## src/rtl/ex_muldiv_seq.sv

```systemverilog
// ex_muldiv_seq: multi-cycle multiply/divide sequencer beside the EX-stage ALU.
// Iterates a shift-add multiplier or a restoring divider one bit per cycle,
// holds the pipeline through stall while busy, and presents the result for
// a single done cycle.
// Optional feature: define MULDIV_SIGNED_EN for two's-complement operands
// (magnitudes are iterated, the sign is fixed up on the transition to DONE).
//
// Ports:
//   clk, rst_n   clock (rising edge), asynchronous active-low reset
//   start        request valid from ID/EX, sampled only in IDLE
//   op           00 MUL, 01 MULH, 10 DIV, 11 REM
//   A, B         multiplicand/dividend, multiplier/divisor
//   flush        aborts any operation in flight, blocks acceptance in IDLE
//   busy         high in MUL, DIV or DONE
//   stall        pipeline hold request (combinational from start in IDLE)
//   done         one-cycle completion pulse
//   result       selected result, valid with done, held until next accept
module ex_muldiv_seq #(
  parameter int unsigned WIDTH = 32,
  parameter int unsigned CNT_W = 6
) (
  input  logic             clk,
  input  logic             rst_n,
  input  logic             start,
  input  logic [1:0]       op,
  input  logic [WIDTH-1:0] A,
  input  logic [WIDTH-1:0] B,
  input  logic             flush,
  output logic             busy,
  output logic             stall,
  output logic             done,
  output logic [WIDTH-1:0] result
);

  localparam int unsigned W2 = 2 * WIDTH;

  typedef enum logic [1:0] {
    S_IDLE = 2'd0,
    S_MUL  = 2'd1,
    S_DIV  = 2'd2,
    S_DONE = 2'd3
  } state_t;

  state_t           state_q, state_d;
  logic [CNT_W-1:0] cnt_q, cnt_d;
  logic [W2-1:0]    acc_q, acc_d;       // MUL: {product hi, multiplier}; DIV: {remainder, quotient}
  logic [WIDTH-1:0] opnd_q, opnd_d;     // multiplicand or divisor
  logic             sel_q, sel_d;       // op[0]: high half / remainder
  logic [WIDTH-1:0] result_q, result_d;

  logic             accept_c;
  logic             last_c;
  logic [WIDTH:0]   mul_sum;
  logic [W2-1:0]    mul_nxt;
  logic             div_ge;
  logic [WIDTH-1:0] div_diff;
  logic [W2-1:0]    div_nxt;
  logic [W2-1:0]    prod_fix;
  logic [WIDTH-1:0] quo_fix;
  logic [WIDTH-1:0] rem_fix;
  logic [WIDTH-1:0] a_abs;
  logic [WIDTH-1:0] b_abs;

  assign accept_c = (state_q == S_IDLE) && start && !flush;
  assign last_c   = (cnt_q == CNT_W'(WIDTH - 1));

  // Shift-add step: WIDTH+1-bit add keeps the carry, then shift right
  assign mul_sum = {1'b0, acc_q[W2-1:WIDTH]} + (acc_q[0] ? {1'b0, opnd_q} : {(WIDTH+1){1'b0}});
  assign mul_nxt = {mul_sum, acc_q[WIDTH-1:1]};

  // Restoring step: trial-subtract against the shifted remainder (WIDTH+1 bits)
  assign div_ge   = (acc_q[W2-1:WIDTH-1] >= {1'b0, opnd_q});
  assign div_diff = acc_q[W2-2:WIDTH-1] - opnd_q;
  assign div_nxt  = div_ge ? {div_diff, acc_q[WIDTH-2:0], 1'b1} : {acc_q[W2-2:0], 1'b0};

`ifdef MULDIV_SIGNED_EN
  logic neg_q, neg_d;     // product / quotient sign
  logic nega_q, nega_d;   // remainder sign follows the dividend

  assign a_abs    = A[WIDTH-1] ? (~A + 1'b1) : A;
  assign b_abs    = B[WIDTH-1] ? (~B + 1'b1) : B;
  assign prod_fix = neg_q ? (~mul_nxt + 1'b1) : mul_nxt;
  assign quo_fix  = neg_q ? (~div_nxt[WIDTH-1:0] + 1'b1) : div_nxt[WIDTH-1:0];
  assign rem_fix  = nega_q ? (~div_nxt[W2-1:WIDTH] + 1'b1) : div_nxt[W2-1:WIDTH];
`else
  assign a_abs    = A;
  assign b_abs    = B;
  assign prod_fix = mul_nxt;
  assign quo_fix  = div_nxt[WIDTH-1:0];
  assign rem_fix  = div_nxt[W2-1:WIDTH];
`endif

  // State register and datapath registers
  always_ff @(posedge clk or negedge rst_n) begin
    if (!rst_n) begin
      state_q  <= S_IDLE;
      cnt_q    <= '0;
      acc_q    <= '0;
      opnd_q   <= '0;
      sel_q    <= 1'b0;
      result_q <= '0;
`ifdef MULDIV_SIGNED_EN
      neg_q    <= 1'b0;
      nega_q   <= 1'b0;
`endif
    end else begin
      state_q  <= state_d;
      cnt_q    <= cnt_d;
      acc_q    <= acc_d;
      opnd_q   <= opnd_d;
      sel_q    <= sel_d;
      result_q <= result_d;
`ifdef MULDIV_SIGNED_EN
      neg_q    <= neg_d;
      nega_q   <= nega_d;
`endif
    end
  end

  // Next-state and datapath control
  always_comb begin
    state_d  = state_q;
    cnt_d    = cnt_q;
    acc_d    = acc_q;
    opnd_d   = opnd_q;
    sel_d    = sel_q;
    result_d = result_q;
`ifdef MULDIV_SIGNED_EN
    neg_d    = neg_q;
    nega_d   = nega_q;
`endif
    unique case (state_q)
      S_IDLE: begin
        if (accept_c) begin
          sel_d  = op[0];
          cnt_d  = '0;
          acc_d  = {{WIDTH{1'b0}}, (op[1] ? a_abs : b_abs)};
          opnd_d = op[1] ? b_abs : a_abs;
`ifdef MULDIV_SIGNED_EN
          neg_d  = A[WIDTH-1] ^ B[WIDTH-1];
          nega_d = A[WIDTH-1];
`endif
          if (op[1] && (B == '0)) begin
            // Divide by zero: quotient all ones, remainder is the dividend
            state_d  = S_DONE;
            result_d = op[0] ? A : {WIDTH{1'b1}};
          end else begin
            state_d = op[1] ? S_DIV : S_MUL;
          end
        end
      end
      S_MUL: begin
        if (flush) begin
          state_d = S_IDLE;
        end else begin
          acc_d = mul_nxt;
          cnt_d = cnt_q + CNT_W'(1);
          if (last_c) begin
            state_d  = S_DONE;
            result_d = sel_q ? prod_fix[W2-1:WIDTH] : prod_fix[WIDTH-1:0];
          end
        end
      end
      S_DIV: begin
        if (flush) begin
          state_d = S_IDLE;
        end else begin
          acc_d = div_nxt;
          cnt_d = cnt_q + CNT_W'(1);
          if (last_c) begin
            state_d  = S_DONE;
            result_d = sel_q ? rem_fix : quo_fix;
          end
        end
      end
      S_DONE: begin
        state_d = S_IDLE;
      end
      default: begin
        state_d = S_IDLE;
      end
    endcase
  end

  // Outputs: state decodes; done is suppressed while flush is asserted
  assign busy   = (state_q != S_IDLE);
  assign stall  = accept_c || (state_q == S_MUL) || (state_q == S_DIV);
  assign done   = (state_q == S_DONE) && !flush;
  assign result = result_q;

endmodule

```

## config.mk

```make
export PLATFORM = sky130hd
export DESIGN_NAME = ex_muldiv_seq
export DESIGN_NICKNAME = d
export VERILOG_FILES = /design/src/rtl/ex_muldiv_seq.sv
export SDC_FILE = /design/constraint.sdc
export NUM_CORES = 1
export LEC_CHECK = 0
export CAP_MARGIN = 40
export CELL_PAD_IN_SITES_DETAIL_PLACEMENT = 0
export CELL_PAD_IN_SITES_GLOBAL_PLACEMENT = 1
export CORE_AREA = 2 2 198 200
export CTS_CLUSTER_DIAMETER = 40
export DETAILED_ROUTE_END_ITERATION = 16
export DIE_AREA = 0 0 200 202
export PLACE_DENSITY = 0.73
export SKIP_LAST_GASP = 1
export SYNTH_ARGS = -nofsm -noshare
export SYNTH_HDL_FRONTEND = slang
export SYNTH_SLANG_ARGS = --single-unit
```

## constraint.sdc

```tcl
create_clock -name clk -period 10.1 [get_ports clk]
set_clock_uncertainty 0.15 [all_clocks]
set_input_delay 2.525 -clock clk [delete_from_list [all_inputs] [get_ports clk]]
set_output_delay 2.525 -clock clk [all_outputs]
set_load 0.01 [all_outputs]
```

==> impl_metrics.json <==
{
  "syn_area_per_cell_um2": 8.29,
  "cts_resized": 0,
  "cts_tree": "done",
  "async_reset_ff_share_pct": 100,
  "rsz0062_at_grt": "no",
  "vias": 11600,
  "clockBufferDepth": 2,
  "synth_seq_area_share_pct": 28.5,
  "final_layout_size_suffix_gt1_share_pct": 7.81,
  "crit_path_end_kind": "output pin",
  "crit_type": "in -> out",
  "dpl_worst_slack_ps": 3230,
  "setup_slack_ps": 3250,
  "synth_area_um2": 12000,
  "num_rows": 72,
  "slew_headroom_pct": 41.7,
  "grt_max_degree": 70,
  "fin_crit_sh_pct": 67.8,
  "startpoint_type": "primary input",
  "htreeDepth": 4,
  "synth_fa_ha_area_share_pct": 7.71,
  "syn_inst": 1452,
  "rrSetupSlack_ps": 5720,
  "startpoint": "flush",
  "syn_nets": 1595,
  "layout_commonest_cell": "nand2_1",
  "coreArea_um2": 38300,
  "gp_routability_congestion": 0.902,
  "power_density_nw_per_um2": 325,
  "setup_viol": 0,
  "fin_nets": 1642,
  "cts_hold_buf": 0,
  "finalHoldViolations": 0,
  "cts_setup_buffers": 0,
  "path_clk_slew_ps": 60,
  "antennaDiodeCount": 0,
  "cts_buffers": 17,
  "cap_violations": 0,
  "final_cell_mix": "158 x nand2_1, 136 x dfrtp_1, 129 x o21ai_0",
  "start_util_pct": 31.5,
  "synthMuxAreaShare_pct": 7.71,
  "hold_path.class": "reg -> reg",
  "grt_use_total_pct": 21.7,
  "hpwl_um": 32300,
  "io_pins": 105,
  "fillers": 3969,
  "synth_edf_count": 0,
  "ys_ff_latch": 137,
  "p_sw_share_pct": 49.5,
  "holdCritStartpoint": "acc_q[28]",
  "drc": 0,
  "required_ps": 7430,
  "rr_startpoint": "state_q[1]",
  "avgViaCountPerCell": 5.70,
  "grt_pass1_wl_um": 67100,
  "wl_per_cell_um": 21.4,
  "p_sw_mw": 2.27,
  "synth_top_family_by_area": "compound AO/OA/AOI/OAI gates",
  "drt_wl_total_um": 43300,
  "internal_power_mw": 2.32,
  "min_path_cells": 2,
  "clkSinkCount": 137,
  "synth-compound-area-share_pct": 28.1,
  "comb_power_share_pct": 61.2,
  "cts-root-buf": "clkbuf_16",
  "synth-xor-area-share_pct": 4.51,
  "reg2reg_depth": 14,
  "status": "finished, final reports clean",
  "arrival_ps": 4170,
  "clock_power_share_pct": 15.1,
  "dr.pass1.iters": 5,
  "clock_latency_ps": 430,
  "max_freq_mhz": 146,
  "power_frac_seq_pct": 23.7,
  "grt_pass1_vias": 11100,
  "timing.setup.tns_ps": 0,
  "yosysWarnings": 0,
  "yosys_most_used_dff": "dfrtp_1",
  "die_h_um": 202,
  "antenna_found_initial": 1,
  "die_width_um": 200,
  "drt_iter0_drc": 1051,
  "ant_nets": 0,
  "grt_overflow": 0,
  "area_growth_pct": 17.3,
  "post_synth_and_or_nand_nor_area_fraction_pct": 17.8,
  "finalMaxSlewViolations": 0,
  "io_buffers": 104,
  "p_leak_nw": 6.16,
  "final.min_clock_period_ps": 6850,
  "cp_max_fo": 8,
  "ys_types": 87,
  "fp.dieArea_um2": 40400,
  "max_slew.worst_pin.slew_ps": 874,
  "peakVddDrop_mv": 0.257
}
area by class of cell:
type	count	area, um^2	area share, %
clock buffers	24	502	3.55
clock inverters	7	138	0.974
inverters	51	191	1.36
multi-input cells	1169	7930	56.2
flip-flops and latches	137	3430	24.3
well taps	518	648	4.59
repair buffers	123	1280	9.08
logic make-up after synthesis:
group	count (synthesis)
AOI/OAI and AO/OA	506
and+or+nand+nor	441
buffers and inverters	146
DFF	137
muxes	87
adders and majority gates	73
xor gates and xnor gates	62
Yosys cell counts, types with 4 or more instances:
| library cell | n | area, um^2 |
|---|---|---|
| mux2_4 | 7 | 105 |
| a22o_1 | 7 | 61.3 |
| clkbuf_8 | 6 | 82.6 |
| nand2b_1 | 7 | 43.8 |
| nor2_1 | 94 | 353 |
| or2_2 | 9 | 56.3 |
| nand4_1 | 10 | 62.6 |
| o21ai_1 | 10 | 50.1 |
| inv_1 | 51 | 191 |
| ha_1 | 71 | 888 |
| o21bai_1 | 4 | 30.0 |
| a31o_2 | 4 | 35.0 |
| o211ai_1 | 15 | 113 |
| a211oi_1 | 33 | 248 |
| a211o_1 | 6 | 52.6 |
| and2_1 | 37 | 231 |
| a221oi_1 | 31 | 272 |
| xnor2_1 | 33 | 289 |
| buf_1 | 6 | 22.5 |
| o31ai_1 | 32 | 240 |
| or3_1 | 23 | 144 |
| o211ai_2 | 5 | 62.6 |
| o21ai_0 | 129 | 646 |
| nor2b_1 | 33 | 206 |
| clkbuf_1 | 72 | 270 |
| o221ai_1 | 15 | 131 |
| a21o_1 | 30 | 225 |
| a31oi_1 | 8 | 50.1 |
| dfrtp_1 | 137 | 3430 |
| a22oi_1 | 17 | 128 |
| mux2_2 | 18 | 203 |
| o31a_1 | 5 | 43.8 |
| and3_1 | 5 | 31.3 |
| o21a_1 | 11 | 82.6 |
| nand3_1 | 22 | 110 |
| o221a_2 | 4 | 45.0 |
| mux2i_1 | 62 | 621 |
| nor4_1 | 12 | 75.1 |
| xor2_1 | 29 | 254 |
| nand2_1 | 159 | 597 |
| nor3_1 | 11 | 55.1 |
| a21oi_1 | 111 | 556 |
power groups by stage:
stage / combinational (mW) / clock (mW) / sequential [mW]
floorplan: 1.95 / 0 / 0.967
CTS: 2.78 / 0.699 / 1.08
detailed placement: 2.76 / 0 / 1.09
global route: 3.07 / 0.721 / 1.11
global placement: 2.67 / 0 / 1.10
finish: 2.81 / 0.693 / 1.09
sequential cells by signal, summed over array words and instances, names as in the netlist:
signal and count:
acc_q 64, opnd_q 32, result 32, cnt_q 6
state_q 2, sel_q 1
per-layer routing:
layer  vias up  routed length (um)  global-route usage (%)
met1      5683               20400                    31.9
li1       5426                   -                       -
met3        42                2780                    3.47
met4         0                 852                    5.61
met5         -                   0                       0
met2       421               19300                    32.8
stage by stage:
step	hold WS [ps]	utilization [%]	total power [mW]	std cells	cell area, um^2
2_1_floorplan	313	-	2.91	1452	12000
3_3_place_gp	344	34.8	3.77	1992	13300
3_5_place_dp	346	35.2	3.84	1998	13500
4_1_cts	359	36.9	4.55	2029	14100
5_1_grt	400	36.9	4.90	2029	14100
6_report	365	36.9	4.59	2029	14100
worst max-delay path, cell delays in order:
cell	delay, ps
clkdlybuf4s50_1	520
nor2b_1	270
nand2_2	110
nand3_1	150
clkdlybuf4s50_1	590
final timing paths:
check                              to
setup / recovery                stall
hold / removal              acc_q[28]
setup reg to reg           result[28]
hold reg to reg             acc_q[28]
max in group asynchronous   acc_q[34]
min in group asynchronous    cnt_q[0]
No activity file was read; power rests on OpenSTA's default activity.
